==> config.mk <==
export PLATFORM = sky130hd
export DESIGN_NAME = irq_ctrl_flat
export DESIGN_NICKNAME = d
export VERILOG_FILES = /design/src/rtl/irq_ctrl_if.sv /design/src/rtl/irq_ctrl.sv /design/src/flat_wrapper.sv
export SDC_FILE = /design/constraint.sdc
export NUM_CORES = 1
export LEC_CHECK = 0
export ABC_AREA = 1
export BUFFER_PORTS_ARGS = -buffer_cell sky130_fd_sc_hd__buf_2
export CAP_MARGIN = 5
export CELL_PAD_IN_SITES_DETAIL_PLACEMENT = 0
export CELL_PAD_IN_SITES_GLOBAL_PLACEMENT = 1
export CORE_MARGIN = 2
export CORE_UTILIZATION = 37
export CTS_BUF_LIST = sky130_fd_sc_hd__clkbuf_8
export DETAILED_ROUTE_END_ITERATION = 7
export PLACE_DENSITY = 0.89
export SETUP_SLACK_MARGIN = 0.02
export SYNTH_ARGS = -nofsm -noshare
export SYNTH_HDL_FRONTEND = slang
export SYNTH_SLANG_ARGS = --single-unit
export TNS_END_PERCENT = 50
==> constraint.sdc <==
create_clock -name clk_i -period 1.84 [get_ports clk_i]
set_clock_uncertainty 0.1 [all_clocks]
set_input_delay 0.092 -clock clk_i [delete_from_list [all_inputs] [get_ports clk_i]]
set_output_delay 0.092 -clock clk_i [all_outputs]
set_load 0.005 [all_outputs]
==> src/rtl/irq_ctrl_if.sv <==
// Bus and handshake bundle between the 8-bit core side and irq_ctrl.
// The master side is the core/bus; the slave side is the controller.
interface irq_ctrl_if #(
  parameter int N_IRQ = 4
) ();
  logic [N_IRQ-1:0] src_i;
  logic             we_i;
  logic [1:0]       addr_i;
  logic [7:0]       wdata_i;
  logic [7:0]       rdata_o;
  logic             irq_o;
  logic [7:0]       vector_o;
  logic             ack_i;
  logic             eoi_i;

  modport master (
    output src_i, we_i, addr_i, wdata_i, ack_i, eoi_i,
    input  rdata_o, irq_o, vector_o
  );

  modport slave (
    input  src_i, we_i, addr_i, wdata_i, ack_i, eoi_i,
    output rdata_o, irq_o, vector_o
  );
endinterface

==> src/rtl/irq_ctrl.sv <==
// Multi-source latched, maskable, fixed-priority interrupt controller with
// vector output and ack/EOI handshake. Optional nesting: IRQ_CTRL_NEST_EN.
module irq_ctrl #(
  parameter int          N_IRQ    = 4,
  parameter logic [7:0]  VEC_BASE = 8'h10
) (
  input logic        clk_i,
  input logic        rst_i,
  irq_ctrl_if.slave  bus
);

  localparam int ID_W = (N_IRQ > 1) ? $clog2(N_IRQ) : 1;

  typedef enum logic [1:0] {IDLE, REQ, SERVICE} state_t;

  state_t           state_reg, state_next;
  logic [ID_W-1:0]  id_reg, id_next;
  logic             irq_reg, irq_next;
  logic [7:0]       vector_reg, vector_next;
  logic [N_IRQ-1:0] pend_reg, pend_next;
  logic [N_IRQ-1:0] mask_reg, mask_next;
  logic [N_IRQ-1:0] trig_reg, trig_next;
  logic [N_IRQ-1:0] active_reg, active_next;
  logic [N_IRQ-1:0] prev_reg;

  logic [N_IRQ-1:0] wdata_n;
  logic [N_IRQ-1:0] rise;
  logic [N_IRQ-1:0] w1c;
  logic [N_IRQ-1:0] ack_clr;
  logic [N_IRQ-1:0] pend_en;
  logic [N_IRQ-1:0] id_onehot;
  logic [ID_W-1:0]  cand_idle;
  logic [7:0]       rdata;

`ifdef IRQ_CTRL_NEST_EN
  localparam int DEPTH_W = $clog2(N_IRQ + 1);
  logic [DEPTH_W-1:0] depth_reg, depth_next;
  logic [ID_W-1:0]    stack_reg [N_IRQ];
  logic [ID_W-1:0]    stack_next [N_IRQ];
  logic [N_IRQ-1:0]   below;
  logic [ID_W-1:0]    cand_nest;
`endif

  function automatic logic [ID_W-1:0] lowest(input logic [N_IRQ-1:0] v);
    lowest = '0;
    for (int i = N_IRQ - 1; i >= 0; i--) begin
      if (v[i]) lowest = ID_W'(i);
    end
  endfunction

  assign wdata_n   = N_IRQ'(bus.wdata_i);
  assign rise      = bus.src_i & ~prev_reg;
  assign w1c       = (bus.we_i && bus.addr_i == 2'd0) ? wdata_n : '0;
  assign mask_next = (bus.we_i && bus.addr_i == 2'd1) ? wdata_n : mask_reg;
  assign trig_next = (bus.we_i && bus.addr_i == 2'd3) ? wdata_n : trig_reg;
  assign id_onehot = N_IRQ'(1) << id_reg;
  assign ack_clr   = (state_reg == REQ && bus.ack_i) ? id_onehot : '0;
  assign pend_en   = pend_reg & mask_reg;
  assign cand_idle = lowest(pend_en);

  // Edge channels latch rises (a same-cycle rise beats any clear);
  // level channels simply track the source one cycle late.
  genvar gi;
  generate
    for (gi = 0; gi < N_IRQ; gi++) begin : g_chan
      assign pend_next[gi] = trig_reg[gi] ? bus.src_i[gi]
                           : (rise[gi] | (pend_reg[gi] & ~(w1c[gi] | ack_clr[gi])));
    end
  endgenerate

`ifdef IRQ_CTRL_NEST_EN
  assign below     = (N_IRQ'(1) << id_reg) - N_IRQ'(1);
  assign cand_nest = lowest(pend_en & below);
`endif

  always_comb begin
    state_next  = state_reg;
    id_next     = id_reg;
    irq_next    = irq_reg;
    vector_next = vector_reg;
    active_next = active_reg;
`ifdef IRQ_CTRL_NEST_EN
    depth_next  = depth_reg;
    stack_next  = stack_reg;
`endif
    case (state_reg)
      IDLE: begin
        if (|pend_en) begin
          id_next     = cand_idle;
          irq_next    = 1'b1;
          vector_next = VEC_BASE + 8'(cand_idle);
          state_next  = REQ;
        end
      end
      REQ: begin
        if (bus.ack_i) begin
          irq_next    = 1'b0;
          active_next = active_reg | id_onehot;
          state_next  = SERVICE;
        end else if (!(|(pend_next & mask_next & id_onehot))) begin
          irq_next = 1'b0;
`ifdef IRQ_CTRL_NEST_EN
          // A retracted nested request falls back to the interrupted level.
          if (depth_reg != '0) begin
            id_next    = stack_reg[ID_W'(depth_reg - DEPTH_W'(1))];
            depth_next = depth_reg - DEPTH_W'(1);
            state_next = SERVICE;
          end else begin
            state_next = IDLE;
          end
`else
          state_next = IDLE;
`endif
        end
      end
      SERVICE: begin
        if (bus.eoi_i) begin
          active_next = active_reg & ~id_onehot;
`ifdef IRQ_CTRL_NEST_EN
          if (depth_reg != '0) begin
            id_next    = stack_reg[ID_W'(depth_reg - DEPTH_W'(1))];
            depth_next = depth_reg - DEPTH_W'(1);
          end else begin
            state_next = IDLE;
          end
`else
          state_next = IDLE;
`endif
        end
`ifdef IRQ_CTRL_NEST_EN
        else if (|(pend_en & below)) begin
          stack_next[ID_W'(depth_reg)] = id_reg;
          depth_next  = depth_reg + DEPTH_W'(1);
          id_next     = cand_nest;
          irq_next    = 1'b1;
          vector_next = VEC_BASE + 8'(cand_nest);
          state_next  = REQ;
        end
`endif
      end
      default: state_next = IDLE;
    endcase
  end

  always_ff @(posedge clk_i) begin
    if (rst_i) begin
      state_reg  <= IDLE;
      id_reg     <= '0;
      irq_reg    <= 1'b0;
      vector_reg <= 8'h00;
      pend_reg   <= '0;
      mask_reg   <= '0;
      trig_reg   <= '0;
      active_reg <= '0;
      prev_reg   <= '0;
    end else begin
      state_reg  <= state_next;
      id_reg     <= id_next;
      irq_reg    <= irq_next;
      vector_reg <= vector_next;
      pend_reg   <= pend_next;
      mask_reg   <= mask_next;
      trig_reg   <= trig_next;
      active_reg <= active_next;
      prev_reg   <= bus.src_i;
    end
  end

`ifdef IRQ_CTRL_NEST_EN
  always_ff @(posedge clk_i) begin
    if (rst_i) begin
      depth_reg <= '0;
      for (int i = 0; i < N_IRQ; i++) stack_reg[i] <= '0;
    end else begin
      depth_reg <= depth_next;
      stack_reg <= stack_next;
    end
  end
`endif

  always_comb begin
    rdata = 8'h00;
    case (bus.addr_i)
      2'd0: rdata = 8'(pend_reg);
      2'd1: rdata = 8'(mask_reg);
      2'd2: rdata = 8'(active_reg);
      2'd3: rdata = 8'(trig_reg);
      default: rdata = 8'h00;
    endcase
  end

  assign bus.rdata_o  = rdata;
  assign bus.irq_o    = irq_reg;
  assign bus.vector_o = vector_reg;

endmodule

==> src/flat_wrapper.sv <==
// flat-port wrapper written by rule: the top's interface ports become plain ports
module irq_ctrl_flat 
#(
  parameter int          N_IRQ    = 4,
  parameter logic [7:0]  VEC_BASE = 8'h10
)
  (clk_i, rst_i, bus_src_i, bus_we_i, bus_addr_i, bus_wdata_i, bus_ack_i, bus_eoi_i, bus_rdata_o, bus_irq_o, bus_vector_o);
  irq_ctrl_if #(.N_IRQ(N_IRQ)) bus_i ();
  input logic clk_i;
  input logic rst_i;
  input wire logic [$bits(bus_i.src_i)-1:0] bus_src_i;
  input wire logic [$bits(bus_i.we_i)-1:0] bus_we_i;
  input wire logic [$bits(bus_i.addr_i)-1:0] bus_addr_i;
  input wire logic [$bits(bus_i.wdata_i)-1:0] bus_wdata_i;
  input wire logic [$bits(bus_i.ack_i)-1:0] bus_ack_i;
  input wire logic [$bits(bus_i.eoi_i)-1:0] bus_eoi_i;
  output wire logic [$bits(bus_i.rdata_o)-1:0] bus_rdata_o;
  output wire logic [$bits(bus_i.irq_o)-1:0] bus_irq_o;
  output wire logic [$bits(bus_i.vector_o)-1:0] bus_vector_o;
  assign bus_i.src_i = bus_src_i;
  assign bus_i.we_i = bus_we_i;
  assign bus_i.addr_i = bus_addr_i;
  assign bus_i.wdata_i = bus_wdata_i;
  assign bus_i.ack_i = bus_ack_i;
  assign bus_i.eoi_i = bus_eoi_i;
  assign bus_rdata_o = bus_i.rdata_o;
  assign bus_irq_o = bus_i.irq_o;
  assign bus_vector_o = bus_i.vector_o;
  irq_ctrl #(.N_IRQ(N_IRQ), .VEC_BASE(VEC_BASE)) u_core (.clk_i(clk_i), .rst_i(rst_i), .bus(bus_i));
endmodule
* Yosys cells after proc, flatten, opt, wreduce, memory -nomap -nowiden *
Cells that the tools add are included.

operators by class
  add/sub/neg operators = 1
  equal/unequal tests = 9
  shift operators = 1
  muxes and demuxes = 24
  bitwise gates (word level) = 24
  reduce and logical (&&, ||, !) cells = 14

operator list
  operator                                          count
  case mux 8 bit (4 select lines)                   1
  AND 4 bit                                         5
  2-to-1 mux 4 bit                                  5
  2-to-1 mux 2 bit                                  8
  AND reduction 3 bit                               3
  inverter 4 bit                                    2
  bitwise OR 1 bit                                  8
  case mux 4 bit (2 select lines)                   1
  OR reduction 4 bit                                2
  2-to-1 mux 1 bit                                  7
  adder 5 x 2 -> 6 bit (first input constant)       1
  == test 2 bit (second input constant)             3
  case mux 2 bit (3 select lines)                   1
  AND 1 bit                                         4
  == test 2 x 1 -> 1 bit (second input constant)    2
  logical AND 1 bit                                 4
  zero test 2 bit                                   2
  != test 2 bit (second input constant)             2
  inverter 1 bit                                    4
  bitwise OR 4 bit                                  1
  nonzero test 2 bit                                2
  << shifter 1 x 2 -> 4 bit (first input constant)  1
  != test 3 bit (second input constant)             1
  != test 2 x 1 -> 1 bit (second input constant)    1
  other kinds (2)                                   2

storage, ports and cells
  flip-flop bits (word level) = 33
  input bits = 19
  word-level logic and storage cells = 82

* Logic depth before layout (Yosys ltp) *
Gate-level depths: netlist of the first run.

  depth in word-level cells = 14
  mapped depth = 12
  depth with buffers taken out = 12

* Worst setup path before layout of the first run *
No wires, ideal clock.

  path kind = flip-flop to flip-flop
  start point = reg u_core.state_reg[1]
  end point = reg u_core.irq_reg (netlist: u_core.bus.irq_o)
  setup time = 132 ps
  arrival time = 1151 ps
  slack = 456 ps
  stages on the path, launching flop included = 13
  clock period less this slack = 1384 ps
  cells stage by stage = dfxtp_1 > inv_1 > nand2_1 > nor2_1 > nand2_1 > nand3_1 > nand2_1 > nand2_1 > nand2_1 > o21ai_1 > nand2_1 > nand2_1 > a21oi_2

between the ends
  longest elaborated chain between the ends = 13
  elaborated cells between the ends (all ways) = 32
  classes of those cells = 3 x eq/ne; 6 x mux; 18 x bitwise; 5 x reduce/logical

RTL lines
  what                           RTL line                        RTL
  from (decl)                    irq_ctrl.sv:16                  state_t state_reg, state_next;
  from (signal assigned)         irq_ctrl.sv:157                 state_reg <= state_next;
  == test 2 x 1 -> 1 bit         irq_ctrl.sv:57, irq_ctrl.sv:86
  logical AND 1 bit              irq_ctrl.sv:57                  assign ack_clr = (state_reg == REQ && bus.ack_i) ? id_onehot : '0;
  2-to-1 mux 4 bit               irq_ctrl.sv:57
  bitwise OR 1 bit               irq_ctrl.sv:67                  : (rise[gi] | (pend_reg[gi] & ~(w1c[gi] | ack_clr[gi])));
  inverter 1 bit                 irq_ctrl.sv:67
  AND 1 bit                      irq_ctrl.sv:67
  bitwise OR 1 bit               irq_ctrl.sv:67
  2-to-1 mux 1 bit               irq_ctrl.sv:66                  assign pend_next[gi] = trig_reg[gi] ? bus.src_i[gi]
  AND 4 bit (2 in a row)         irq_ctrl.sv:100                 end else if (!(|(pend_next & mask_next & id_onehot))) begin
  OR reduction 4 bit             irq_ctrl.sv:100
  != test 3 bit (no line)        --
  AND reduction 3 bit (no line)  --
  to (signal assigned)           irq_ctrl.sv:159                 irq_reg <= irq_next;
  to (decl)                      irq_ctrl.sv:18                  logic irq_reg, irq_next;

Parallel ways exist; a longest one is shown, timed or not.
A chain may end at the register's enable or synchronous reset.

* Worst setup path after layout of the first run *
Same ends and word-level chain as after synthesis.

==> summary.md, run 1 <==
| Metric | Value |
|---|---|
| Max_slew headroom | `55.86%` |
| First-pass GRT wire length | `4.774 mm` |
| Core Box Area | `3390 µm²` |
| Count of final max-slew check failures | `0` |
| WL/cell | `10.94 µm` |
| Layout cells sized above 1 | `14.68%` |
| Ports | `36` |
| Post-CTS Setup Inserts | `0` |
| TritonCTS clock tree | `built` |
| Resized Gates After CTS | `0` |
| Post-synthesis mux area share | `0%` |
| Worst-Skew Late Latency | `270 ps` |
| I/O Buffers | `22` |
| Unrepaired setup endpoints after global routing | `false` |
| P_sw | `0.3072 mW` |
| Synth Warn # | `0` |
| Utilization after layout | `45.18%` |
| CTS clk-pin slew, worst paths | `approximately 90 ps` |
| Clock Tree Buf Depth | `2` |
| Diode count | `0` |
| Root Buffer | `clkbuf_8` |
| Post-Synth Simple-Gate Area | `roughly 28%` |
| Clk sinks | `26` |
| Drt drc | `0` |
| Gr ovfl total | `0` |
| Internal Power | `0.8515 mW` |
| Layout fillers | `roughly 380` |
| Post-Syn Area | `1329 µm²` |
| Final cell count without fillers | `264` |
| Syn avg cell area | `a little under 7 µm²` |
| Setup crit start kind | `flip-flop` |
| Leak Pwr | `0.7103 nW` |
| Highest clock rate | `~600 MHz` |
| Setup TNS | `0 ps` |
| Via density per instance | `4.674` |
| Worst path arrival time | `between 1500 and 2000 ps` |
| Post-DP HPWL | `2.192 mm` |
| Cts bufs inserted | `3` |
| H-tree lvl count | `1` |
| Seq pwr share | `between 50% and 60%` |
| Die Y | `63.93 µm` |
| Synthesis-stage register bit count | `26` |
| Largest net degree at the start of global routing | `27` |
| 1st-iter DRT viols | `84` |
| Distinct cells, synth | `23` |
| Synthesized instance count | `193` |
| Crit-path max FO | `4` |
| Crit path time final | `1670 ps` |
| Setup CP Type | `flip-flop to flip-flop` |
| Compound-cell area share of the yosys netlist | `around 17%` |
| Endpoints failing hold | `0` |
| Main combinational cell family by area after synthesis | `simple AND/OR/NAND/NOR gates` |
| Initial Util | `39.20%` |
| Net Sw Frac | `26.52%` |
| Gp weighted congestion | `a little under 0.8` |
| Sequential area share after synthesis | `39.17%` |
| Die width | `63.93 µm` |
| Min-Delay Path Class | `input pin to flip-flop` |
| CP Capture Type | `flip-flop` |
| WP data required | `1880 ps` |
| Status | `completed` |
| GRT Overall Usage | `roughly 15%` |
| Gate power share | `15.0%` |
| MaxCap Viol Count | `0` |
| Initial antenna violation count | `0` |
| Crit share post-route | `90.75%` |
| # rows | `21` |
| Nets | `238` |
| Clock power share | `between 30% and 40%` |
| Layout area overhead | `15.25%` |
| Placed cells | `256` |
| Power Dens Cells | `756.6 nW/µm²` |
| Post-route ant nets | `0` |
| Die Area | `approximately 4000 µm²` |
| Vias in the first global route | `between 1000 and 1500` |
| Drt total wl | `2.887 mm` |
| VDD IR-drop max | `0.0005599 V` |
| Initial DRT Pass Iterations | `4` |
| DR vias | `approximately 1200` |
| Worst Tran Pin Value | `655.2 ps` |
| # setup viols final | `0` |
| Adder-cell share of the synthesized area | `0%` |
| XOR/XNOR Fraction of Synth Area | `0%` |
==> final cells by class <==
class | count | area [µm²] | area share, %
timing repair buffer | 26 | 150.1 | 9.804
inverter | 29 | 110.1 | 7.190
tap | 46 | 57.56 | 3.758
sequential | 26 | 520.5 | 33.99
clock buffer | 4 | 55.05 | 3.595
multi-input combinational | 133 | 638.1 | 41.67
==> through the flow <==
stage | hold slack [ps] | area (µm²) | worst slack [ps] | power, mW
after detailed placement | 215.9 | 1436 | 190.3 | 0.7935
after floorplan | 98.97 | 1359 | 456.4 | 0.7480
after global placement | 207.9 | 1436 | 196.7 | 0.7917
after global routing | 25.94 | 1531 | 20.57 | 1.222
final | 14.58 | 1531 | 170.1 | 1.159
after CTS | 11.22 | 1531 | 166.4 | 1.167
==> cell families (layout without fill, tap and decap cells) <==
group                  Yosys count  after routing
AO/OA/AOI/OAI                   37             37
buffers and inverters           42             59
AND/OR/NAND/NOR                 87             87
other                            1              9
flip-flops                      26             26
==> Yosys cell counts (all sizes together) <==
cell type	n	area share [%]
nand2	42	12
inv	28	7.9
nor2	28	9.0
dfxtp	26	39
nand3	16	7.0
a21oi	13	5.2
o21ai	11	4.1
buf	10	5.9
a211oi	6	3.4
clkbuf	3	0.85
o2111ai	3	2.0
a221oi	1	0.66
a22oi	1	0.57
clkinv	1	0.38
conb	1	0.28
nor3	1	0.38
o211ai	1	0.57
o21ba	1	0.75
==> routing by layer <==
metal / vias to the layer above / track usage, % / wire length [µm]
li1: 653 / - / -
met1: 548 / 19.58 / 1394
met2: 30 / 25.52 / 1330
met3: 3 / 3.169 / 148
met4: 0 / 3.261 / 12
met5: - / 0 / 0
==> worst max-delay path, cell delays in order (launching register included) <==
cell and delay [ps]:
dfxtp_1 360, inv_1 80, nand2_1 50, nor2_1 210
nand2_1 120, nand3_1 100, nand2_1 60, nand2_1 70
nand2_1 80, o21ai_1 130, nand2_1 60, nand2_1 70
a21oi_2 50
==> worst paths after layout <==
kind / slack (ps) / start / depth (start not counted) / end
setup / recovery: 170 / u_core.state_reg[1] / 12 / u_core.bus.irq_o
hold / removal: 10 / bus_wdata_i[3] / 3 / u_core.trig_reg[3]
setup reg to reg: 170 / u_core.state_reg[1] / 12 / u_core.bus.irq_o
hold reg to reg: 350 / u_core.bus.vector_o[4] / 2 / u_core.bus.vector_o[4]
==> layout by cell type, fill, tap and decap left out, types with 5 or more instances in the layout <==
master	Yosys	layout
nand2_1	42	42
inv_1	28	28
nor2_1	26	26
dfxtp_1	26	26
buf_2	0	22
nand3_1	15	15
a21oi_1	12	12
conb_1	1	9
o21ai_0	6	6
a211oi_1	6	6
o21ai_1	5	5
==> power by group through the flow <==
stage	logic [mW]	clock network [mW]	registers [mW]
2_1_floorplan	0.126	0	0.622
3_3_place_gp	0.166	0	0.625
3_5_place_dp	0.167	0	0.626
4_1_cts	0.175	0.380	0.613
5_1_grt	0.199	0.405	0.618
6_report	0.173	0.373	0.613
==> timing repair <==
action | 4_1_cts | 5_1_grt
hold buffers | 4 | 0
endpoints found under the setup margin | 0 | 0
endpoints found under the hold margin | 6 | 0
(Power assumes the default switching activity.)
==> inputs of run 2 (changes only) <==
==> constraint.sdc (replaced) <==
create_clock -name clk_i -period 1.7 [get_ports clk_i]
set_clock_uncertainty 0.1 [all_clocks]
set_input_delay 0.085 -clock clk_i [delete_from_list [all_inputs] [get_ports clk_i]]
set_output_delay 0.085 -clock clk_i [all_outputs]
set_load 0.005 [all_outputs]
==> summary.md, run 2 (synthesized netlist as in run 1, its figures left out) <==
| Metric | Value |
|---|---|
| Worst reg2reg path depth | `5 (was 12)` |
| Min-Delay Path Class | `input pin to flip-flop (unchanged)` |
| Diode count | `0 (unchanged)` |
| # setup viols final | `0 (unchanged)` |
| Utilization after layout | `46.03% (was 45.18%)` |
| Largest net degree at the start of global routing | `27 (unchanged)` |
| Gp weighted congestion | `0.8069 (was 0.7853)` |
| VDD IR-drop max | `0.0005517 V (was 0.0005599 V)` |
| Layout area overhead | `17.42% (was 15.25%)` |
| Die width | `63.93 µm (unchanged)` |
| Seq pwr share | `52.6% (was 52.9%)` |
| 1st-iter DRT viols | `34 (was 84)` |
| Clk sinks | `26 (unchanged)` |
| Area of the multi-input gates | `645.6 µm² (was 638.1 µm²)` |
| Post-route ant nets | `0 (unchanged)` |
| Register Area | `524.3 µm² (was 520.5 µm²)` |
| Worst Tran Pin Value | `700.5 ps (was 655.2 ps)` |
| Nets | `240 (was 238)` |
| Post-DP HPWL | `2.217 mm (was 2.192 mm)` |
| Via density per instance | `4.590 (was 4.674)` |
| Grt peak-use layer | `met2 (unchanged)` |
| WL/cell | `11.29 µm (was 10.94 µm)` |
| Internal Power | `0.9252 mW (was 0.8515 mW)` |
| Setup TNS | `0 ps (unchanged)` |
| Setup CP Type | `flip-flop to flip-flop (unchanged)` |
| # rows | `21 (unchanged)` |
| H-tree lvl count | `1 (unchanged)` |
| Post-CTS Setup Inserts | `0 (unchanged)` |
| CTS clk-pin slew, worst paths | `90 ps (about the same)` |
| Commonest cells after routing, fill and taps aside | `nand2_1 (42), inv_1 (28), nor2_1 (25) (was nand2_1 (42), inv_1 (28), nor2_1 (26), dfxtp_1 (26), buf_2 (22))` |
| Initial antenna violation count | `0 (unchanged)` |
| I/O Buffers | `22 (unchanged)` |
| Fin Hold WS | `5.172 ps (was 14.58 ps)` |
| Status | `completed (unchanged)` |
| MaxCap Viol Count | `0 (unchanged)` |
| Vias in the first global route | `1042 (was 1048)` |
| Met3 Track Usage GR | `3.697% (was 3.169%)` |
| Clock power share | `32.1% (was 32.2%)` |
| Clock Tree Buf Depth | `2 (unchanged)` |
| Core Box Area | `3390 µm² (unchanged)` |
| Total power | `1.262 mW (was 1.159 mW)` |
| Ports | `36 (unchanged)` |
| Highest clock rate | `626.2 MHz (was 598.9 MHz)` |
| Most common cell after layout, fill and taps aside | `nand2_1 (unchanged)` |
| Leak Pwr | `0.7213 nW (was 0.7103 nW)` |
| Gate power share | `15.3% (was 15.0%)` |
| Routing usage on met1 | `19.19% (was 19.58%)` |
| Drt total wl | `3.002 mm (was 2.887 mm)` |
| Initial Util | `39.20% (unchanged)` |
| CP Capture Point | `u_core.id_reg[0] (was u_core.bus.irq_o)` |
| Count of final max-slew check failures | `0 (unchanged)` |
| R2r startpoint | `u_core.mask_reg[2] (was u_core.state_reg[1])` |
| Endpoints failing hold | `0 (unchanged)` |
| CP Capture Type | `flip-flop (unchanged)` |
| Drt drc | `0 (unchanged)` |
| Crit path time final | `1597 ps (was 1670 ps)` |
| P_sw | `0.3366 mW (was 0.3072 mW)` |
| DR vias | `1221 (was 1234)` |
| Setup crit start kind | `flip-flop (unchanged)` |
| TritonCTS clock tree | `built (unchanged)` |
| Max_slew headroom | `52.81% (was 55.86%)` |
| Grt met2 use | `23.96% (was 25.52%)` |
| Final instance area | `1560 µm² (was 1531 µm²)` |
| Post-place instance area | `1444 µm² (was 1436 µm²)` |
| Unrepaired setup endpoints after global routing | `true (was false)` |
| Root Buffer | `clkbuf_8 (unchanged)` |
| Crit share post-route | `93.94% (was 90.75%)` |
| Net Sw Frac | `26.67% (was 26.52%)` |
| Crit path from | `u_core.mask_reg[2] (was u_core.state_reg[1])` |
| FF-to-FF End | `u_core.id_reg[0] (was u_core.bus.irq_o)` |
| GRT Overall Usage | `14.92% (was 15.06%)` |
| Layout fillers | `368 (was 376)` |
| First-pass GRT wire length | `4.657 mm (was 4.774 mm)` |
| Layout cells sized above 1 | `16.82% (was 14.68%)` |
| Cts bufs inserted | `3 (unchanged)` |
| Worst reg-to-reg setup slack | `100 ps (was 170 ps)` |
| Initial DRT Pass Iterations | `7 (was 4)` |
| Gr ovfl total | `0 (unchanged)` |
| Worst-Skew Late Latency | `270 ps (about the same)` |
| Power Dens Cells | `808.7 nW/µm² (was 756.6 nW/µm²)` |
| Die Y | `63.93 µm (unchanged)` |
| Worst path arrival time | `1690 ps (was 1710 ps)` |
| WP data required | `1790 ps (was 1880 ps)` |
| Crit-path max FO | `5 (was 4)` |
| Die Area | `4086 µm² (unchanged)` |
[run 2: cell count changes in the layout (fill, tap and decap cells not counted), sizes merged]
cell         previous run  this run
dlygate4sd3             4         5
buf                    22        23
[run 2: worst min path at each step]
stage	to	depth (start not counted)	startpoint
2_1_floorplan	u_core.prev_reg[0]	2	bus_src_i[0]
3_3_place_gp	u_core.prev_reg[0]	3	bus_src_i[0]
3_5_place_dp	u_core.prev_reg[1]	3	bus_src_i[1]
4_1_cts	u_core.trig_reg[0]	3	bus_wdata_i[0]
5_1_grt	u_core.mask_reg[2]	3	bus_wdata_i[2]
6_report	u_core.mask_reg[2]	3	bus_wdata_i[2]
[run 2: timing repair]
item                                   4_1_cts  5_1_grt
hold buffers                                 4        1
endpoints found under the hold margin        7        1
setup endpoints to repair                    0        2
resized for setup                            0        5
[run 2: power groups by stage]
stage               logic, mW  registers [mW]  clock network (mW)
finish                  0.193           0.663               0.405
floorplan               0.136           0.674                   0
global route            0.220           0.667               0.435
CTS                     0.191           0.663               0.413
detailed placement      0.183           0.677                   0
global placement        0.181           0.676                   0
[run 2: layout make-up]
type	count	area share [%]
Tap cell	46	3.689
Multi-Input combinational cell	133	41.38
Clock buffer	4	3.528
Sequential cell	26	33.60
Timing Repair Buffer	28	10.75
Inverter	29	7.057
[run 2: worst max-delay path, stage by stage, from the launching register on]
cell      delay, ps
dfxtp_1         330
nand2_1          90
o21ai_0         150
o21ai_0         600
a21oi_1          80
a211oi_1        180
[run 2: routing by layer]
metal | part of all wire, % | wire length (µm) | vias to the layer above
li1 | - | - | 657
met1 | 47 | 1424 | 536
met2 | 47 | 1406 | 23
met3 | 4.4 | 132 | 5
met4 | 1.3 | 39 | 0
met5 | 0 | 0 | -
[run 2: through the flow]
step                worst slack [ps]  std cells
floorplan                      316.4        201
global placement               87.60        257
detailed placement             75.29        257
CTS                            53.61        265
global route                   16.09        266
finish                         102.9        266
